**src/rtl/frog_move_ctrl.sv**
```systemverilog
// Frog move-bus controller: key edge detection, boundary-checked moves, lives/score/win FSM.
// Optional auto-repeat of a held key is enabled with the AUTO_REPEAT_EN macro.
module frog_move_ctrl #(
  parameter int COLS          = 16,
  parameter int ROWS          = 16,
  parameter int START_X       = 7,
  parameter int START_Y       = 15,
  parameter int LIVES         = 3,
  parameter int REPEAT_CYCLES = 8
) (
  input  logic                       clk,
  input  logic                       reset,
  input  logic                       key_l,
  input  logic                       key_r,
  input  logic                       key_u,
  input  logic                       key_d,
  input  logic                       hit,
  output logic                       L,
  output logic                       R,
  output logic                       U,
  output logic                       D,
  output logic                       spawn,
  output logic                       clr,
  output logic [$clog2(COLS)-1:0]    frog_x,
  output logic [$clog2(ROWS)-1:0]    frog_y,
  output logic [7:0]                 score,
  output logic [$clog2(LIVES+1)-1:0] lives,
  output logic                       game_over
);

  localparam int XW = $clog2(COLS);
  localparam int YW = $clog2(ROWS);
  localparam int LW = $clog2(LIVES+1);

  localparam logic [XW-1:0] X_MAX   = XW'(COLS-1);
  localparam logic [YW-1:0] Y_MAX   = YW'(ROWS-1);
  localparam logic [XW-1:0] X_START = XW'(START_X);
  localparam logic [YW-1:0] Y_START = YW'(START_Y);
  localparam logic [XW-1:0] X_ONE   = XW'(1);
  localparam logic [YW-1:0] Y_ONE   = YW'(1);
  localparam logic [XW-1:0] X_ZERO  = XW'(0);
  localparam logic [YW-1:0] Y_ZERO  = YW'(0);
  localparam logic [LW-1:0] L_INIT  = LW'(LIVES);
  localparam logic [LW-1:0] L_ONE   = LW'(1);
  localparam logic [LW-1:0] L_ZERO  = LW'(0);

  typedef enum logic [2:0] {
    ST_SPAWN = 3'd0,
    ST_READY = 3'd1,
    ST_WIN   = 3'd2,
    ST_DEAD  = 3'd3,
    ST_OVER  = 3'd4
  } state_e;

  state_e          r_state;
  logic [3:0]      r_key_q;
  logic            r_l, r_r, r_u, r_d, r_spawn, r_clr, r_game_over;
  logic [XW-1:0]   r_x;
  logic [YW-1:0]   r_y;
  logic [7:0]      r_score;
  logic [LW-1:0]   r_lives;

  // Key vectors are ordered {U, D, L, R} so bit position encodes priority.
  logic [3:0]      w_keys;
  logic [3:0]      w_rise;
  logic [3:0]      w_sel;
  logic            w_allow;
  logic [XW-1:0]   w_nx;
  logic [YW-1:0]   w_ny;

  assign w_keys = {key_u, key_d, key_l, key_r};
  assign w_rise = w_keys & ~r_key_q;

`ifdef AUTO_REPEAT_EN
  localparam int RW = (REPEAT_CYCLES > 1) ? $clog2(REPEAT_CYCLES) : 1;
  localparam logic [RW-1:0] REP_LOAD = RW'(REPEAT_CYCLES-1);
  localparam logic [RW-1:0] REP_ZERO = RW'(0);
  localparam logic [RW-1:0] REP_ONE  = RW'(1);

  logic            r_rep_act;
  logic [3:0]      r_rep_dir;
  logic [RW-1:0]   r_rep_cnt;
  logic            w_rep_held;
  logic            w_rep_fire;

  assign w_rep_held = |(w_keys & r_rep_dir);
  assign w_rep_fire = r_rep_act & w_rep_held & (r_rep_cnt == REP_ZERO) & ~(|w_rise);
`endif

  // Pick one requested direction: fresh edges by priority, else a due repeat.
  always_comb begin
    w_sel = 4'b0000;
    if (w_rise[3]) begin
      w_sel = 4'b1000;
    end else if (w_rise[2]) begin
      w_sel = 4'b0100;
    end else if (w_rise[1]) begin
      w_sel = 4'b0010;
    end else if (w_rise[0]) begin
      w_sel = 4'b0001;
    end
`ifdef AUTO_REPEAT_EN
    else if (w_rep_fire) begin
      w_sel = r_rep_dir;
    end
`endif
    else begin
      w_sel = 4'b0000;
    end
  end

  // Boundary check and candidate next position for the selected direction.
  always_comb begin
    w_allow = 1'b0;
    w_nx    = r_x;
    w_ny    = r_y;
    case (w_sel)
      4'b1000: begin
        w_allow = (r_y != Y_ZERO);
        w_ny    = r_y - Y_ONE;
      end
      4'b0100: begin
        w_allow = (r_y != Y_MAX);
        w_ny    = r_y + Y_ONE;
      end
      4'b0010: begin
        w_allow = (r_x != X_ZERO);
        w_nx    = r_x - X_ONE;
      end
      4'b0001: begin
        w_allow = (r_x != X_MAX);
        w_nx    = r_x + X_ONE;
      end
      default: begin
        w_allow = 1'b0;
      end
    endcase
  end

  // Game FSM with registered move-bus pulses, position, lives and score.
  always_ff @(posedge clk or negedge reset) begin
    if (!reset) begin
      r_state     <= ST_SPAWN;
      r_key_q     <= 4'b0000;
      r_l         <= 1'b0;
      r_r         <= 1'b0;
      r_u         <= 1'b0;
      r_d         <= 1'b0;
      r_spawn     <= 1'b0;
      r_clr       <= 1'b0;
      r_game_over <= 1'b0;
      r_x         <= X_START;
      r_y         <= Y_START;
      r_score     <= 8'd0;
      r_lives     <= L_INIT;
`ifdef AUTO_REPEAT_EN
      r_rep_act   <= 1'b0;
      r_rep_dir   <= 4'b0000;
      r_rep_cnt   <= REP_ZERO;
`endif
    end else begin
      r_key_q <= w_keys;
      r_l     <= 1'b0;
      r_r     <= 1'b0;
      r_u     <= 1'b0;
      r_d     <= 1'b0;
      r_spawn <= 1'b0;
      r_clr   <= 1'b0;
      case (r_state)
        ST_SPAWN: begin
          r_x <= X_START;
          r_y <= Y_START;
          if (hit) begin
            r_state <= ST_DEAD;
            r_lives <= (r_lives != L_ZERO) ? (r_lives - L_ONE) : r_lives;
          end else begin
            r_spawn <= 1'b1;
            r_state <= ST_READY;
          end
        end
        ST_READY: begin
          if (hit) begin
            r_state <= ST_DEAD;
            r_lives <= (r_lives != L_ZERO) ? (r_lives - L_ONE) : r_lives;
          end else if (w_allow) begin
            r_u <= w_sel[3];
            r_d <= w_sel[2];
            r_l <= w_sel[1];
            r_r <= w_sel[0];
            r_x <= w_nx;
            r_y <= w_ny;
            if (w_sel[3] && (w_ny == Y_ZERO)) begin
              r_state <= ST_WIN;
            end else begin
              r_state <= ST_READY;
            end
          end else begin
            r_state <= ST_READY;
          end
        end
        ST_WIN: begin
          r_clr   <= 1'b1;
          r_score <= (r_score != 8'd255) ? (r_score + 8'd1) : r_score;
          r_state <= ST_SPAWN;
        end
        ST_DEAD: begin
          if (!hit) begin
            if (r_lives != L_ZERO) begin
              r_state <= ST_SPAWN;
            end else begin
              r_state     <= ST_OVER;
              r_game_over <= 1'b1;
            end
          end else begin
            r_state <= ST_DEAD;
          end
        end
        ST_OVER: begin
          r_game_over <= 1'b1;
          r_state     <= ST_OVER;
        end
        default: begin
          r_state <= ST_SPAWN;
        end
      endcase
`ifdef AUTO_REPEAT_EN
      // A fresh edge restarts the repeat; a blocked fresh move leaves it disarmed.
      if ((r_state != ST_READY) || hit) begin
        r_rep_act <= 1'b0;
      end else if (|w_rise) begin
        r_rep_act <= w_allow;
        r_rep_dir <= w_sel;
        r_rep_cnt <= REP_LOAD;
      end else if (!w_rep_held) begin
        r_rep_act <= 1'b0;
      end else if (w_rep_fire) begin
        r_rep_cnt <= REP_LOAD;
      end else if (r_rep_cnt != REP_ZERO) begin
        r_rep_cnt <= r_rep_cnt - REP_ONE;
      end else begin
        r_rep_cnt <= r_rep_cnt;
      end
`endif
    end
  end

  assign L         = r_l;
  assign R         = r_r;
  assign U         = r_u;
  assign D         = r_d;
  assign spawn     = r_spawn;
  assign clr       = r_clr;
  assign frog_x    = r_x;
  assign frog_y    = r_y;
  assign score     = r_score;
  assign lives     = r_lives;
  assign game_over = r_game_over;

endmodule
```
**config.mk**
```make
export PLATFORM = sky130hd
export DESIGN_NAME = frog_move_ctrl
export DESIGN_NICKNAME = d
export VERILOG_FILES = /design/src/rtl/frog_move_ctrl.sv
export SDC_FILE = /design/constraint.sdc
export NUM_CORES = 1
export LEC_CHECK = 0
export CAP_MARGIN = 10
export CORE_AREA = 3 3 58 60
export CTS_BUF_LIST = sky130_fd_sc_hd__clkbuf_8
export CTS_CLUSTER_DIAMETER = 30
export CTS_CLUSTER_SIZE = 28
export DETAILED_ROUTE_END_ITERATION = 10
export DIE_AREA = 0 0 61 63
export HOLD_SLACK_MARGIN = 0.08
export PLACE_DENSITY = 0.85
export SYNTH_ARGS = -nofsm -noshare
export SYNTH_HDL_FRONTEND = slang
export SYNTH_SLANG_ARGS = --single-unit
```
**constraint.sdc**
```tcl
create_clock -name clk -period 4.42 [get_ports clk]
set_clock_uncertainty 0.1 [all_clocks]
set_input_delay 0.884 -clock clk [delete_from_list [all_inputs] [get_ports clk]]
set_output_delay 0.884 -clock clk [all_outputs]
set_load 0.05 [all_outputs]
```
==> results.yml <==
global_route:
  globalRoute.totalOverflow: 0
  grt_use_met1_pct: 27.1
  grt_pass1_vias: 1320
  grt.total_usage_pct: 21.3
  grt_pass1_wl_um: 6030
  gr-usage-met3_pct: 4.96
  gr-max-usage-layer: "met2"
  use_met2_pct: 32.0
  grt_start_max_net_pins: 27
  antenna_found_initial: 0
setup_path:
  crit_type: "input port to flip-flop"
  worst_r2r_path_depth: 8
  reg2reg_slack_ns: 2.11
  endpoint: "frog_y[3]$_DFFE_PN1P_"
  crit_path_start_kind: "input port"
  arrival_ns: 3.07
  crit_start: "key_u"
  cp-end-kind: "flip-flop"
  reg2reg_from: "r_key_q[3]$_DFF_PN0_"
  critPathRequiredTime_ns: 4.53
  worstPathMaxFanout: 6
  r2r_end: "frog_y[3]$_DFFE_PN1P_"
clock_tree:
  clkSinkCount: 32
  cts.path.max_buffers: 2
  path_clk_slew_ns: 0.06
  htreeDepth: 2
  post_cts_buffers: 0
  cts_tree: "yes"
  cts_hold_buffers: 0
  cts_buffers: 5
  insertion_delay_ns: 0.30
  cts-root-buf: "clkbuf_8"
  post_cts_resized: 0
pwr:
  vdd_drop_max_uv: 451
  leakage_nw: 0.903
  p_per_area_mw_per_mm2: 694
  fin_total_pwr_mw: 1.50
synthesis:
  yosys-top-cells-count: "23 x dfrtp_1, 13 x nand2_1, 12 x nor2_1, 10 x a21oi_1, 10 x xnor2_1"
  ys_warn_count: 0
  synth_edf_count: 0
  synth.most_common_cell: "dfrtp_1"
  synthCells: 153
  synth_top_area_share_pct: 34.7
  avgSynthCellArea_um2: 10.9
  synthFlopType: "dfrtp_1"
  ys_types: 39
  synth_top_cell_by_area: "dfrtp_1"
  seq_area_frac_synth_pct: 48.9
  synthTopCellsByArea: "dfrtp_1 35%, dfstp_2 14%, xnor2_1 5.3%, ha_1 4.5%, a21oi_1 3.0%"
  async_flop_share_pct: 100
  netlist_area_mm2: 0.00166
  syn_nets: 168
  ys_ff_latch: 32
cells_and_area:
  multiInputGateArea_um2: 836
  drive_gt1_share_pct: 16.0
  regArea_um2: 812
  num_antenna_cells: 0
  nNetsFinal: 208
  num-fill-cells: 215
  area_growth_pct: 30.1
floorplan:
  ios: 32
  fp-row-count: 20
  core_area_mm2: 0.00298
  dieWidth_um: 61
  start_util_pct: 55.8
  die-area_mm2: 0.00384
  die_h_um: 63
route:
  drc: 0
  ant_nets: 0
  drtPass1Iterations: 4
  via_per_inst: 5.78
  vias: 1311
  wire_per_inst_um: 15.3
  drt-total-wl_um: 3480
  drtIter0Drc: 44
timing:
  tns_ns: 0
  hold_viol_final: 0
  max-slew-margin-rel_pct: 64.6
  timing.final.crit_share_pct: 67.0
  maxSlewViolCount: 0
  fmax_mhz: 338
  tightest_slew_ns: 0.529
  finalSetupViolCount: 0
  fin_crit_ns: 2.96
  rsz0062_at_grt: "false"
place:
  dp_hpwl_um: 2520
  place.gp.congestion: 0.858
  numPortBuffers: 31
min_path:
  hp-start: "game_over$_DFFE_PN0P_"
  worstHoldPathType: "flip-flop to flip-flop"
status:
  status: "finished clean"
job:
  max_cap_viol_count: 0
## stage by stage
stage          util, %  instance area (µm²)  instances  hold WS (ns)  setup slack (ns)
2_1_floorplan        -                 1660        153         0.410              1.95
3_3_place_gp      67.9                 2020        218         0.371              1.31
3_5_place_dp      67.9                 2020        218         0.369              1.17
4_1_cts           71.6                 2130        226         0.384              1.46
5_1_grt           72.6                 2160        227         0.397              1.31
6_report          72.6                 2160        227         0.379              1.46
## worst max-delay path, stage by stage
cell and delay, ns:
clkdlybuf4s50_1 0.45, nand2b_1 0.24, nand2_1 0.20, ha_1 0.32
a21o_1 0.17, a21oi_1 0.28, mux2i_1 0.26, xnor2_1 0.09
a21oi_1 0.19
## per-layer routing
| metal | up-vias | wire length, µm |
|---|---|---|
| li1 | 620 | - |
| met1 | 644 | 1520 |
| met2 | 37 | 1730 |
| met3 | 10 | 124 |
| met4 | 0 | 106 |
| met5 | - | 0 |
## placed cells by master (no fill, tap or decap), types with 2 or more instances in the layout
cell and n:
or2_2 3, nand2_1 13, nor3_1 2, ha_1 6, nor2b_1 4, dfstp_2 9
dfrtp_1 23, nor4_1 3, clkbuf_8 5, clkdlybuf4s50_1 31, nand4_2 2, buf_4 2
a21oi_4 2, fa_1 2, nand2b_1 4, xor2_1 4, a21o_1 4, a21oi_1 10
xnor2_1 10, o21ai_0 2, nor2_1 12, nand4_1 6, mux2i_1 4, inv_1 2
nand3_1 7, nor3b_1 3
## flip-flops by register name, indices dropped and copies added (netlist names)
signal,cells
spawn,1
score,8
R,1
frog_y,4
D,1
L,1
U,1
game_over,1
r_key_q,4
lives,2
r_state,3
frog_x,4
clr,1
## kinds of logic (layout without fill, tap and decap cells)
kind of cell | after synthesis | after routing | synth area share [%]
flip-flops | 32 | 32 | 48.9
buffers and inverters | 3 | 44 | 0.753
XOR/XNOR | 14 | 14 | 7.38
AND/OR/NAND/NOR | 69 | 69 | 23.7
AO/OA/AOI/OAI | 23 | 23 | 9.87
adder cells (fa/ha/maj) | 8 | 8 | 6.93
multiplexers | 4 | 4 | 2.41
## where the power goes
part | internal (mW) | total [mW] | switching [mW] | leakage [nW]
clock | 0.167 | 0.282 | 0.115 | 0.0541
combinational | 0.269 | 0.701 | 0.432 | 0.462
sequential | 0.397 | 0.517 | 0.120 | 0.386
## final cells by class
type / instances / share of cell area, %
repair buffers: 34 / 16.3
clock inverters: 3 / 1.97
clock buffers: 5 / 3.18
well taps: 33 / 1.91
inverters: 2 / 0.347
flip-flops and latches: 32 / 37.6
multi-input cells: 118 / 38.7
## worst min-delay path by stage
stage,endpoint,depth (start not counted)
2_1_floorplan,clr$_DFF_PN0_,1
3_3_place_gp,game_over$_DFFE_PN0P_,1
3_5_place_dp,game_over$_DFFE_PN0P_,1
4_1_cts,game_over$_DFFE_PN0P_,1
5_1_grt,game_over$_DFFE_PN0P_,1
6_report,game_over$_DFFE_PN0P_,1
No activity file was read; power rests on OpenSTA's default activity.
